File: src/rtl/dino_player_ctrl.sv
// Dino game player controller: run/jump/duck state machine with per-frame jump physics.
// State, height, velocity and animation counter advance only on frame ticks; collisions latch between ticks.
//
// state        | meaning
// -------------+--------------------------------------------------------------
// ST_RESTART   | idle after reset or restart, waiting for jump to start a run
// ST_JUMPING   | airborne, height integrates velocity, gravity decrements it
// ST_RUN1      | on ground, running animation phase 1
// ST_RUN2      | on ground, running animation phase 2
// ST_DUCK      | on ground, ducking while duck is held
// ST_GAME_OVER | frozen after a collision, restarts on a fresh jump press
module dino_player_ctrl #(
    parameter int HEIGHT_W    = 7,
    parameter int JUMP_VEL    = 12,
    parameter int GRAVITY     = 1,
    parameter int ANIM_FRAMES = 8,
    parameter int MAX_HEIGHT  = 100
) (
    input  logic                clk,
    input  logic                rst,
    input  logic                i_frame_tick,
    input  logic                i_jump,
    input  logic                i_duck,
    input  logic                i_collision,
    output logic [2:0]          o_player_state,
    output logic [HEIGHT_W-1:0] o_player_height,
    output logic                o_game_over
);

    localparam int VW = HEIGHT_W + 1;
    localparam int NW = HEIGHT_W + 2;
    localparam int AW = (ANIM_FRAMES > 1) ? $clog2(ANIM_FRAMES) : 1;

    typedef enum logic [2:0] {
        ST_RESTART   = 3'b000,
        ST_JUMPING   = 3'b001,
        ST_RUN1      = 3'b010,
        ST_RUN2      = 3'b011,
        ST_DUCK      = 3'b100,
        ST_GAME_OVER = 3'b101
    } state_t;

    state_t                state_q, state_d;
    logic [HEIGHT_W-1:0]   height_q, height_d;
    logic signed [VW-1:0]  vel_q, vel_d;
    logic [AW-1:0]         anim_q, anim_d;
    logic                  coll_q, coll_d;
    logic                  armed_q, armed_d;
    logic                  game_over_q;

    logic                  active;
    logic                  coll_now;
    logic signed [NW-1:0]  nh;

    always_ff @(posedge clk or posedge rst) begin
        if (rst) begin
            state_q     <= ST_RESTART;
            height_q    <= '0;
            vel_q       <= '0;
            anim_q      <= '0;
            coll_q      <= 1'b0;
            armed_q     <= 1'b0;
            game_over_q <= 1'b0;
        end else begin
            state_q     <= state_d;
            height_q    <= height_d;
            vel_q       <= vel_d;
            anim_q      <= anim_d;
            coll_q      <= coll_d;
            armed_q     <= armed_d;
            game_over_q <= (state_d == ST_GAME_OVER);
        end
    end

    always_comb begin
        state_d  = state_q;
        height_d = height_q;
        vel_d    = vel_q;
        anim_d   = anim_q;
        armed_d  = armed_q;
        coll_d   = coll_q;

        active   = (state_q == ST_JUMPING) || (state_q == ST_RUN1) ||
                   (state_q == ST_RUN2)    || (state_q == ST_DUCK);
        coll_now = coll_q | i_collision;
        nh       = $signed({2'b00, height_q}) + $signed({vel_q[VW-1], vel_q});

        // The latch only spans one frame; a same-cycle pulse is folded in via coll_now.
        if (i_frame_tick || state_q == ST_RESTART) begin
            coll_d = 1'b0;
        end else if (i_collision && active) begin
            coll_d = 1'b1;
        end

        if (i_frame_tick) begin
            case (state_q)
                ST_RESTART: begin
                    if (i_jump) begin
                        state_d  = ST_RUN1;
                        height_d = '0;
                        anim_d   = '0;
                    end
                end
                ST_RUN1, ST_RUN2: begin
                    if (coll_now) begin
                        state_d = ST_GAME_OVER;
                    end else if (i_jump) begin
                        state_d = ST_JUMPING;
                        vel_d   = VW'(JUMP_VEL);
                    end else if (i_duck) begin
                        state_d = ST_DUCK;
                    end else if (anim_q == AW'(ANIM_FRAMES - 1)) begin
                        state_d = (state_q == ST_RUN1) ? ST_RUN2 : ST_RUN1;
                        anim_d  = '0;
                    end else begin
                        anim_d = anim_q + 1'b1;
                    end
                end
                ST_JUMPING: begin
                    if (coll_now) begin
                        state_d = ST_GAME_OVER;
                    end else if (vel_q < 0 && nh <= 0) begin
                        state_d  = i_duck ? ST_DUCK : ST_RUN1;
                        height_d = '0;
                        vel_d    = '0;
                        anim_d   = '0;
                    end else begin
                        if (nh > $signed(NW'(MAX_HEIGHT))) begin
                            height_d = HEIGHT_W'(MAX_HEIGHT);
                        end else begin
                            height_d = nh[HEIGHT_W-1:0];
                        end
                        vel_d = vel_q - VW'(GRAVITY);
                    end
                end
                ST_DUCK: begin
                    if (coll_now) begin
                        state_d = ST_GAME_OVER;
                    end else if (!i_duck) begin
                        state_d = ST_RUN1;
                        anim_d  = '0;
                    end
                end
                ST_GAME_OVER: begin
                    // Jump must be released once after the crash before it can restart.
                    if (!i_jump) begin
                        armed_d = 1'b1;
                    end else if (armed_q) begin
                        state_d  = ST_RESTART;
                        height_d = '0;
                        vel_d    = '0;
                        armed_d  = 1'b0;
                    end
                end
                default: begin
                    state_d = ST_RESTART;
                end
            endcase
        end
    end

    assign o_player_state  = state_q;
    assign o_player_height = height_q;
    assign o_game_over     = game_over_q;

endmodule
File: config.mk
export PLATFORM = sky130hd
export DESIGN_NAME = dino_player_ctrl
export DESIGN_NICKNAME = d
export VERILOG_FILES = /design/src/rtl/dino_player_ctrl.sv
export SDC_FILE = /design/constraint.sdc
export NUM_CORES = 1
export LEC_CHECK = 0
export BUFFER_PORTS_ARGS = -buffer_cell sky130_fd_sc_hd__buf_2
export CORE_MARGIN = 2
export CORE_UTILIZATION = 55
export CTS_CLUSTER_SIZE = 40
export DETAILED_ROUTE_END_ITERATION = 6
export GPL_ROUTABILITY_DRIVEN = 0
export HOLD_SLACK_MARGIN = 0.15
export PLACE_DENSITY = 0.78
export SYNTH_ARGS = -nofsm -noshare
export SYNTH_HDL_FRONTEND = slang
export SYNTH_SLANG_ARGS = --single-unit
File: constraint.sdc
create_clock -name clk -period 3.27 [get_ports clk]
set_clock_uncertainty 0.2 [all_clocks]
set_input_delay 0.1635 -clock clk [delete_from_list [all_inputs] [get_ports clk]]
set_output_delay 0.1635 -clock clk [all_outputs]
set_load 0.03 [all_outputs]
== Word-level counts from Yosys, hierarchy flattened ==
Cells that the tools add are included.
W data, S select, Z words.

* Reduce and logical (&&, ||, !) cells: 16
* Mux-type cells: 42
* Add/sub/neg operators: 3
* Bitwise operators: 1
* Order comparisons: 3
* Eq/ne operators: 18

{| class="wikitable"
|+ Operators with widths
! cell !! number
|-
| $mux W3 || 22
|-
| $mux W8 || 6
|-
| $mux W7 || 6
|-
| $pmux W8 S3 || 1
|-
| $pmux W7 S3 || 1
|-
| $ne A2 B2 Y1 const B || 10
|-
| $pmux W3 S5 || 1
|-
| $eq A3 B3 Y1 const B || 4
|-
| $pmux W3 S4 || 1
|-
| $reduce_and A10 Y1 || 1
|-
| $add A8 B8 Y9 || 1
|-
| $gt A9 B8 Y1 const B || 1
|-
| $le A9 B1 Y1 const B || 1
|-
| $lt A8 B1 Y1 const B || 1
|-
| $sub A8 B2 Y8 const B || 1
|-
| $reduce_and A7 Y1 || 1
|-
| $eq A3 B2 Y1 const B || 2
|-
| $reduce_and A6 Y1 || 1
|-
| $reduce_bool A3 Y1 || 2
|-
| $logic_or A1 B1 Y1 || 4
|-
| $mux W1 || 4
|-
| $reduce_bool A4 Y1 || 1
|-
| $add A3 B1 Y3 const B || 1
|-
| $eq A3 B1 Y1 const B || 1
|-
| 7 further kinds || 8
|}

* Flip-flop bits (word level): 24
* Logic and storage cells: 90
* Output and inout port bits: 11

== Longest topological paths before layout ==
* Depth in word-level cells: 9
* Mapped depth: 12
* Mapped depth without buffers: 10

== Least setup slack after synthesis ==
Ideal clock, no wire load.

* Kind: flip-flop to flip-flop
* Start point: register height_q[0] (netlist: o_player_height[0])
* End point: register vel_q[5]
* Library setup time: 0.121 ns
* Data arrival time: 2.701 ns
* Cell stages (with the launch flop): 12
* Slack: 0.248 ns
* Cells stage by stage: dfrtp_1 > ha_1 > inv_1 > fa_1 > nand2b_1 > a21oi_1 > xor2_1 > or4_4 > o211ai_2 > buf_6 > o21ai_1 > a22o_1

* Word-level cells in the longest chain between the ends: 6

{| class="wikitable"
|+ RTL lines
! item !! RTL line !! text
|-
| start, declared || 44 || <nowiki>logic [HEIGHT_W-1:0] height_q, height_d;</nowiki>
|-
| start signal, assigned || 66 || <nowiki>height_q <= height_d;</nowiki>
|-
| $add A8 B8 Y9 || 86 || <nowiki>nh = $signed({2'b00, height_q}) + $signed({vel_q[VW-1], vel_q});</nowiki>
|-
| $le A9 B1 Y1 || 122 || <nowiki>end else if (vel_q < 0 && nh <= 0) begin</nowiki>
|-
| $logic_and A1 B1 Y1 || 122 ||
|-
| $mux W8 || 122 ||
|-
| $mux W8 || 120 || <nowiki>if (coll_now) begin</nowiki>
|-
| $pmux W8 S3 || 96 || <nowiki>case (state_q)</nowiki>
|-
| end signal, assigned || 67 || <nowiki>vel_q <= vel_d;</nowiki>
|-
| end, declared || 45 || <nowiki>logic signed [VW-1:0] vel_q, vel_d;</nowiki>
|}

Every way passes these cells. The select of a mux whose other input is x is not followed.
A chain may end at the register's enable or synchronous reset.

== Worst setup path in the final report ==
* Start point: register height_q[1] (netlist: o_player_height[1])
* End point: register game_over_q (netlist: o_game_over)

* Word-level cells in the longest chain between the ends: 8

{| class="wikitable"
|+ RTL lines
! item !! RTL line !! text
|-
| $add A8 B8 Y9 || 86 ||
|-
| $le A9 B1 Y1 || 122 ||
|-
| $logic_and A1 B1 Y1 || 122 ||
|-
| $mux W3 || 122 ||
|-
| $mux W3 || 120 ||
|-
| $pmux W3 S5 || 96 ||
|-
| $mux W3 || 95 || <nowiki>if (i_frame_tick) begin</nowiki>
|-
| $eq A3 B3 Y1 || 71 || <nowiki>game_over_q <= (state_d == ST_GAME_OVER);</nowiki>
|-
| end signal, assigned || 71 ||
|-
| end, declared || 49 || <nowiki>logic game_over_q;</nowiki>
|}

Every way passes these cells.

==> impl_metrics.tcl <==
set metrics [dict create \
    synth_warnings 0 \
    max_cap_viol_count 0 \
    drtAntennaViolNets 0 \
    clk_pin_slew_ps 120 \
    wl_met3_um 302 \
    multi_input_area_mm2 0.00109 \
    cp-start-kind "register" \
    clkPwrFrac 0.063 \
    num_antenna_cells 0 \
    wl_per_cell_um 16.0 \
    hpwlAfterDp_um 2990 \
    hold_depth 1 \
    nNetsFinal 241 \
    dr.pass1.iters 4 \
    final_cell_mix "dfrtp_1 (24), nor2_1 (21), buf_2 (16), nand2_1 (14), o21ai_0 (12)" \
    syn-num-nets 214 \
    syn2layout_area_growth_pct 16.5 \
    critPathMaxFanout 7 \
    powerDensity_mw_per_mm2 973 \
    final_area_mm2 0.00202 \
    ys_seq_area_frac 0.346 \
    final_max_slew_viol_count 0 \
    syn_inst 197 \
    htreeDepth 1 \
    place_area_mm2 0.00184 \
    ys_ff_latch 24 \
    portBuffers 16 \
    grt_use_total 0.244 \
    wl_um 4240 \
    clockBufferDepth 2 \
    cts_tree "done" \
    grt_pass1_wl_um 6630 \
    fin_util 0.668 \
    combPwrFrac 0.662 \
    die_w_um 60.2 \
    crit_required_ps 3250 \
    grt_max_degree 25 \
    die_h_um 60.2 \
    sw_frac_of_total 0.505 \
    internal_power_mw 0.974 \
    clkLatencyLatePin_ps 300 \
    route.met2.wl_um 2020 \
    slew-limit-headroom 0.399 \
    drt_iter0_drc 145 \
    fin_crit_sh 0.978 \
    routed.top_layer "met4" \
    vdd_drop_max_uv 465 \
    critPathKind "register to register" \
    grt_pass1_vias 1433 \
    synth.distinct_cells 52 \
    initial_core_util 0.574 \
    seqPwrFrac 0.274 \
    hold_class "register to register" \
    fin_crit_ps 3200 \
    status "finished, final reports clean" \
    synth.avg_cell_area_um2 8.82 \
    fmax_ghz 0.313 \
    io_pins 17 \
    vias_per_cell 6.23 \
    cts_root_buf "clkbuf_4" \
    endpoint_kind "register" \
    worstRegToRegCells 10 \
    core.rowCount 20 \
    leakagePower_nw 0.941 \
    netlist_area_mm2 0.00174 \
    setup_violations 0 \
    timing.hold.ws_ps 324 \
    placeableCoreArea_mm2 0.00303 \
    vias 1657 \
    die_area_mm2 0.00362 \
    grt-ovfl-total 0 \
    worstMarginPinSlew_ps 900 \
    worst_slack_ps 72.3 \
    register_area_um2 601 \
    cp.arrival_ps 3180 \
    finalSetupTns_ps 0 \
    nFillCells 243 \
    final_common_cell "dfrtp_1" \
    antenna_found_initial 0 \
    hold_viol 0 \
    drc 0 \
    post-place-ws_ps 56.1 \
    drive_gt1_frac 0.207 \
    cts_buffers 3 \
    clock-sinks 24 \
    wl_met1_um 1880 \
    p_sw_mw 0.995 \
]
## final cells by class
cell class	count	share of cell area
Timing Repair Buffer	31	0.106
Multi-Input combinational cell	154	0.541
Inverter	10	0.0186
Sequential cell	24	0.297
Tap cell	44	0.0272
Clock buffer	3	0.0111
## layer usage
| metal | global-route usage | vias up |
|---|---|---|
| li1 | - | 785 |
| met1 | 0.359 | 789 |
| met2 | 0.379 | 79 |
| met3 | 0.0346 | 4 |
| met4 | 0.0540 | 0 |
| met5 | 0 | - |
## worst max-delay path, stage by stage, from the launching register on
cell	delay, ps
dfrtp_1	430
ha_1	320
a211oi_2	390
o31ai_4	140
xor2_1	200
or4_4	610
o211ai_4	320
buf_4	170
buf_4	90
o21a_1	150
a211oi_1	60
## path summary, 6_finish.rpt
check	slack, ps	end	start
setup / recovery	70	o_game_over$_DFF_PP0_	o_player_height[1]$_DFFE_PP0P_
hold / removal	320	anim_q[1]$_DFFE_PP0P_	anim_q[1]$_DFFE_PP0P_
setup reg to reg	70	o_game_over$_DFF_PP0_	o_player_height[1]$_DFFE_PP0P_
hold reg to reg	320	anim_q[1]$_DFFE_PP0P_	anim_q[1]$_DFFE_PP0P_
max in group asynchronous	1940	o_player_state[1]$_DFF_PP0_	rst
min in group asynchronous	380	anim_q[1]$_DFFE_PP0P_	rst
## stage by stage
stage	power (mW)	instances
final	1.97	266
after global routing	2.12	266
after CTS	1.81	260
after detailed placement	1.66	250
after global placement	1.61	250
after floorplan	1.39	197
## sequential cells by signal, indices dropped and copies added (netlist names)
signal / count
o_game_over: 1
anim_q: 3
armed_q: 1
o_player_height: 7
vel_q: 8
coll_q: 1
o_player_state: 3
## synthesized netlist by cell type, drive strengths merged
cell | n | area share
a211oi | 4 | 0.020
a21o | 3 | 0.013
a21oi | 7 | 0.020
a22o | 9 | 0.046
a311o | 1 | 0.0065
a311oi | 3 | 0.015
a31oi | 1 | 0.0036
a32o | 1 | 0.0058
a32oi | 2 | 0.010
a41o | 1 | 0.0058
a41oi | 1 | 0.0050
and2 | 2 | 0.0072
and3 | 1 | 0.0036
and3b | 1 | 0.0050
buf | 2 | 0.0094
clkbuf | 7 | 0.015
dfrtp | 24 | 0.35
fa | 1 | 0.012
ha | 10 | 0.072
inv | 10 | 0.022
mux2 | 3 | 0.019
mux2i | 1 | 0.0058
nand2 | 14 | 0.030
nand2b | 2 | 0.0072
nand3 | 5 | 0.014
nand3b | 1 | 0.0043
nor2 | 21 | 0.045
nor2b | 4 | 0.014
nor3 | 10 | 0.029
nor3b | 2 | 0.0086
o2111ai | 1 | 0.0050
o211ai | 3 | 0.016
o21a | 3 | 0.013
o21ai | 16 | 0.050
o22ai | 2 | 0.0072
o311a | 1 | 0.0058
o31ai | 5 | 0.024
or2 | 2 | 0.0072
or2b | 1 | 0.0050
or3 | 2 | 0.0079
or4 | 2 | 0.012
xor2 | 5 | 0.025
## power by group through the flow
stage / logic, mW / clock network, mW / registers, mW
after CTS: 1.14 / 0.129 / 0.540
after global routing: 1.42 / 0.139 / 0.561
after floorplan: 0.789 / 0 / 0.602
after detailed placement: 1.11 / 0 / 0.547
final: 1.30 / 0.125 / 0.540
after global placement: 1.07 / 0 / 0.539
## kinds of logic after synthesis
logic type      synth area share
xor+xnor                  0.0252
compound gates             0.273
simple gates               0.201
flops                      0.346
fa+ha+maj                 0.0836
buf+inv                   0.0461
mux                       0.0252
## what timing repair did
| action | in CTS | in global routing |
|---|---|---|
| hold buffers | 7 | 0 |
| setup buffers | 0 | 6 |
| endpoints found under the hold margin | 29 | 0 |
| resized for setup | 0 | 7 |
| setup endpoints to repair | 0 | 12 |
(Power assumes the default switching activity.)
